### src/rtl/dmem_mmio.sv
// ============================================================================
// Module  : dmem_mmio
// Brief   : Data-memory responder: word RAM plus LED, cycle counter and timer.
// Revision: 1.0 - initial release
// ============================================================================
`default_nettype none

module dmem_mmio #(
  parameter int AW    = 6,
  parameter int LED_W = 8
) (
  input  logic             clk,
  input  logic             reset,
  input  logic             we,
  input  logic [31:0]      a,
  input  logic [31:0]      wd,
  output logic [31:0]      rd,
  output logic [LED_W-1:0] led,
  output logic             timer_irq
);

  localparam logic [2:0] C_OFF_LED    = 3'd0;
  localparam logic [2:0] C_OFF_CYCLE  = 3'd1;
  localparam logic [2:0] C_OFF_TCMP   = 3'd2;
  localparam logic [2:0] C_OFF_TCTRL  = 3'd3;
  localparam logic [2:0] C_OFF_TSTAT  = 3'd4;
  localparam logic [2:0] C_OFF_TCOUNT = 3'd5;

  logic [31:0]      r_mem [2**AW];
  logic [LED_W-1:0] r_led;
  logic [31:0]      r_cycle;
  logic [31:0]      r_tcmp;
  logic [31:0]      r_tcount;
  logic             r_en;
  logic             r_auto;
  logic             r_exp;

  logic [AW-1:0] w_ramIdx;
  logic [2:0]    w_off;
  logic          w_ramWe;
  logic          w_mmioWe;
  logic          w_wrLed;
  logic          w_wrTcmp;
  logic          w_wrTctrl;
  logic          w_wrTstat;
  logic          w_match;
  logic          w_unused;

  assign w_ramIdx  = a[AW+1:2];
  assign w_off     = a[4:2];
  assign w_ramWe   = we & ~a[31];
  assign w_mmioWe  = we & a[31];
  assign w_wrLed   = w_mmioWe && (w_off == C_OFF_LED);
  assign w_wrTcmp  = w_mmioWe && (w_off == C_OFF_TCMP);
  assign w_wrTctrl = w_mmioWe && (w_off == C_OFF_TCTRL);
  assign w_wrTstat = w_mmioWe && (w_off == C_OFF_TSTAT);
  assign w_match   = r_en && (r_tcount == r_tcmp);
  assign w_unused  = &{1'b0, a[30:AW+2], a[1:0]};

  // RAM ignores reset so that stores issued during reset still land.
  always_ff @(posedge clk) begin
    if (w_ramWe) begin
      r_mem[w_ramIdx] <= wd;
    end
  end

  always_ff @(posedge clk) begin
    if (reset) begin
      r_led    <= '0;
      r_cycle  <= '0;
      r_tcmp   <= '0;
      r_tcount <= '0;
      r_en     <= 1'b0;
      r_auto   <= 1'b0;
      r_exp    <= 1'b0;
    end else begin
      r_cycle <= r_cycle + 32'd1;

      if (w_wrLed) begin
        r_led <= wd[LED_W-1:0];
      end
      if (w_wrTcmp) begin
        r_tcmp <= wd;
      end

      // A TCMP write restarts the count even when it coincides with a match.
      if (w_wrTcmp) begin
        r_tcount <= '0;
      end else if (r_en) begin
        if (w_match) begin
          if (r_auto) begin
            r_tcount <= '0;
          end
        end else begin
          r_tcount <= r_tcount + 32'd1;
        end
      end

      if (w_wrTctrl) begin
        r_en   <= wd[0];
        r_auto <= wd[1];
      end else if (w_match && !r_auto) begin
        r_en <= 1'b0;
      end

      // Expiry takes priority over a simultaneous write-one-to-clear.
      if (w_match) begin
        r_exp <= 1'b1;
      end else if (w_wrTstat && wd[0]) begin
        r_exp <= 1'b0;
      end
    end
  end

  always_comb begin
    rd = 32'd0;
    if (a[31]) begin
      case (w_off)
        C_OFF_LED:    rd = 32'(r_led);
        C_OFF_CYCLE:  rd = r_cycle;
        C_OFF_TCMP:   rd = r_tcmp;
        C_OFF_TCTRL:  rd = {30'd0, r_auto, r_en};
        C_OFF_TSTAT:  rd = {31'd0, r_exp};
        C_OFF_TCOUNT: rd = r_tcount;
        default:      rd = 32'd0;
      endcase
    end else begin
      rd = r_mem[w_ramIdx];
    end
  end

  assign led       = r_led;
  assign timer_irq = r_exp;

endmodule

`default_nettype wire

### config.mk
export PLATFORM = sky130hd
export DESIGN_NAME = dmem_mmio
export DESIGN_NICKNAME = d
export VERILOG_FILES = /design/src/rtl/dmem_mmio.sv
export SDC_FILE = /design/constraint.sdc
export NUM_CORES = 2
export LEC_CHECK = 0
export BUFFER_PORTS_ARGS = -buffer_cell sky130_fd_sc_hd__clkbuf_2
export CAP_MARGIN = 20
export CORE_UTILIZATION = 35
export CTS_CLUSTER_SIZE = 14
export DETAILED_ROUTE_END_ITERATION = 8
export PLACE_DENSITY = 0.49
export SYNTH_ARGS = -nofsm -noshare
export SYNTH_HDL_FRONTEND = slang
export SYNTH_SLANG_ARGS = --single-unit
### constraint.sdc
create_clock -name clk -period 3.69 [get_ports clk]
set_clock_uncertainty 0.1 [all_clocks]
set_input_delay 0.1845 -clock clk [delete_from_list [all_inputs] [get_ports clk]]
set_output_delay 0.1845 -clock clk [all_outputs]
set_load 0.01 [all_outputs]
==> summary.txt <==
Clocking
  • Num Clock Sinks: 2,155
  • CTS clk-pin slew, worst paths: 0.06 ns
  • Worst skew pair latency: 0.88 ns
  • Root buf cell: clkbuf_16
  • Total CTS buffers: 224
  • Max Root-Sink Buffers: 3
  • TritonCTS clock tree: done
  • H-tree levels: 4

Die
  • Site Rows: 180
  • Core box area: 241,000 µm²
  • Die area: 245,000 µm²
  • Die height: 495 µm
  • Die Wd: 495 µm
  • Initial core utilization: 35.2%
  • # IOs: 108

Detailed routing
  • Antenna Nets Post-Route: 0
  • DRC Markers: 0
  • DR pass1 iterations: 8
  • Post-detailed-route wirelength per cell: 34.8 µm
  • Initial DRC Count: 5,685
  • DRT Wirelength: 285,000 µm
  • Via count: 46,800
  • Vias per cell: 5.71

STA
  • Final setup fails: 0
  • Total Neg Setup Slack: 0 ns
  • Normalized max-slew margin: 19.4%
  • Max-slew violations: 0
  • Hold Vio Cnt, Final: 0
  • Highest Clock Rate: 277 MHz
  • RSZ-0062 raised after global routing: no
  • Tightest Pin Transition: 1.21 ns
  • Period utilization: 97.8%
  • Min cycle time layout: 3.61 ns

Logic synthesis
  • Synthesized instance count: 4,316
  • Post-synth top area share: 72.4%
  • Distinct cells, synth: 72
  • Syn. warnings: 0
  • Mapped Area: 84,900 µm²
  • Dominant cell type by area after synthesis: edfxtp_1
  • Synthesized flop and latch total: 2,155
  • Post-synth EDFFs: 2,048
  • Ys flop type: edfxtp_1
  • Ranking of synthesized cells by area: edfxtp_1 72%, mux4_2 13%, dfxtp_1 2.5%
  • Most numerous cell in the Yosys netlist: edfxtp_1
  • Synth cell count leaders: 2,048 x edfxtp_1, 480 x mux4_2, 210 x nand2_1
  • Net Count, Synth: 4,385
  • Avg Cell Area, Syn: 19.7 µm²
  • Seq/Total Area, Yosys: 74.9%
  • Async set-reset flop share out of synthesis: 0%

Global route
  • M2 GR Usage: 36.9%
  • Remaining global-route overflow: 0
  • Met3 usage: 3.54%
  • GRT Total Usage: 23.3%
  • Met1 track demand over resource: 32.9%
  • Initial antenna violation count: 28
  • Number of global-route vias before repair: 46,200
  • Largest net degree at the start of global routing: 66
  • Gr busiest metal: met2
  • First-pass GRT wire length: 390,000 µm

Place
  • Cells after DPL: 7,742
  • Port bufs: 82
  • GP Congestion: 0.863
  • Post-detail-place hpwl: 179,000 µm

Layout
  • Final Core Density: 41.7%
  • Nets: 4,884
  • Share of cells above drive strength 1: 28.6%
  • Final cell count without fillers: 8,195
  • Area grow syn2layout: 18.3%

Power
  • Leakage power: 31.8 nW
  • Power Dens Cells: 520 nW/µm²
  • Worst vdd ir: 398 µV

Worst setup path
  • Crit path DAT: 3.32 ns
  • Worst-path maximum fanout: 1
  • Depth of the most critical reg-to-reg path: 6
  • WP data required: 3.41 ns
  • Crit path launch type: flop
  • Worst Path Class, Setup: flop to output pin
  • Crit. End Element: output pin

Min path
  • WHS Path Cells: 3
  • Min-delay worst type: input pin to flop

Run status
  • Status: completed

Flow run
  • Max Cap Viol: 0
-- worst max-delay path: stages, from the launching register on --
cell and delay [ns]:
edfxtp_1 0.35, mux4_2 0.47, mux2i_1 0.46, o22ai_1 0.16
nor2_1 0.27, buf_4 0.17, o211ai_1 0.29, clkbuf_2 0.25
-- routing by layer --
metal	routed length, µm	share of wire (%)	vias up
met5	79	0.028	-
met4	8900	3.1	12
met3	19000	6.6	383
met2	134000	47	1914
met1	123000	43	25600
li1	-	-	18900
-- stage by stage --
| step | power [mW] | setup WS, ns | hold slack [ns] | cell area, µm² |
|---|---|---|---|---|
| 2_1_floorplan | 28.9 | 0.181 | 0.183 | 84900 |
| 3_3_place_gp | 30.4 | 0.116 | 0.373 | 92900 |
| 6_report | 52.3 | 0.0816 | 0.0746 | 101000 |
| 4_1_cts | 52.7 | 0.0267 | 0.0130 | 100000 |
| 5_1_grt | 53.7 | 0.0142 | 0.0863 | 101000 |
| 3_5_place_dp | 30.5 | 0.131 | 0.378 | 92900 |
-- state kept, by name, indices dropped and copies added, names as in the netlist --
signal and cells:
r_mem 2048, timer_irq 1, r_tcmp 32, r_tcount 32, r_en 1, r_cycle 32
r_auto 1, led 8
-- where the power goes --
group	internal, mW	switching, mW	total, mW
logic	1.11	1.93	3.04
registers	26.9	0.0706	26.9
clock network	12.7	9.63	22.3
-- kinds of logic after synthesis --
logic type	synth area share, %
DFF	74.9
adders and majority gates	0.0295
and+or+nand+nor	3.40
xor gates and xnor gates	0.608
muxes	15.6
AOI/OAI and AO/OA	3.69
buffers and inverters	1.74
-- worst paths after layout --
kind	start	to	slack, ns
worst max register to register	r_tcount[31]$_SDFFE_PP0P_	r_tcount[16]$_SDFFE_PP0P_	0.84
worst max-delay path	r_mem[43][29]$_DFFE_PP_	rd[29]	0.08
worst min register to register	r_tcmp[0]$_SDFFE_PP0P_	r_tcmp[0]$_SDFFE_PP0P_	0.39
worst min-delay path	wd[13]	r_tcmp[13]$_SDFFE_PP0P_	0.07
-- cells in the final DEF, fill, tap and decap left out, types with 9 or more instances in the layout --
master / instances
edfxtp_1: 2048
mux4_2: 480
buf_4: 320
clkbuf_16: 227
nand2_1: 209
mux2i_1: 197
a21oi_1: 121
nor2_1: 113
buf_12: 108
dfxtp_1: 107
a22oi_1: 91
clkbuf_2: 77
nand3_1: 76
o21ai_0: 75
nor2_4: 64
clkinv_1: 58
clkbuf_1: 54
xnor2_1: 45
o22ai_1: 43
clkinv_2: 43
mux2_2: 42
nand4_1: 36
nor3_1: 27
dlygate4sd3_1: 25
bufinv_16: 20
a22o_1: 19
o211ai_1: 16
or3_1: 16
xor2_1: 14
nor2b_1: 12
inv_1: 12
a31oi_1: 12
o31ai_1: 11
and3_1: 10
a32oi_1: 9
o21ai_1: 9
a211oi_1: 9
a221oi_1: 9
o32ai_1: 9
-- final cells by class --
type | instances | area, µm²
fillers | 21300 | 140000
flip-flops and latches | 2155 | 63600
multi-input cells | 1883 | 20400
clock buffers | 281 | 5880
repair buffers | 534 | 5270
well taps | 3185 | 3990
clock inverters | 135 | 1300
inverters | 17 | 71.3
diodes | 5 | 12.5
-- timing repair --
| action | 4_1_cts | 5_1_grt |
|---|---|---|
| endpoints found under the setup margin | 5 | 1 |
| resized for setup | 5 | 1 |
| hold endpoints to repair | 431 | 361 |
| buffers inserted | 0 | 0 |
| pin swaps | 0 | 0 |
| hold buffers | 18 | 7 |
Note: power is estimated with default switching activity, not from simulation.
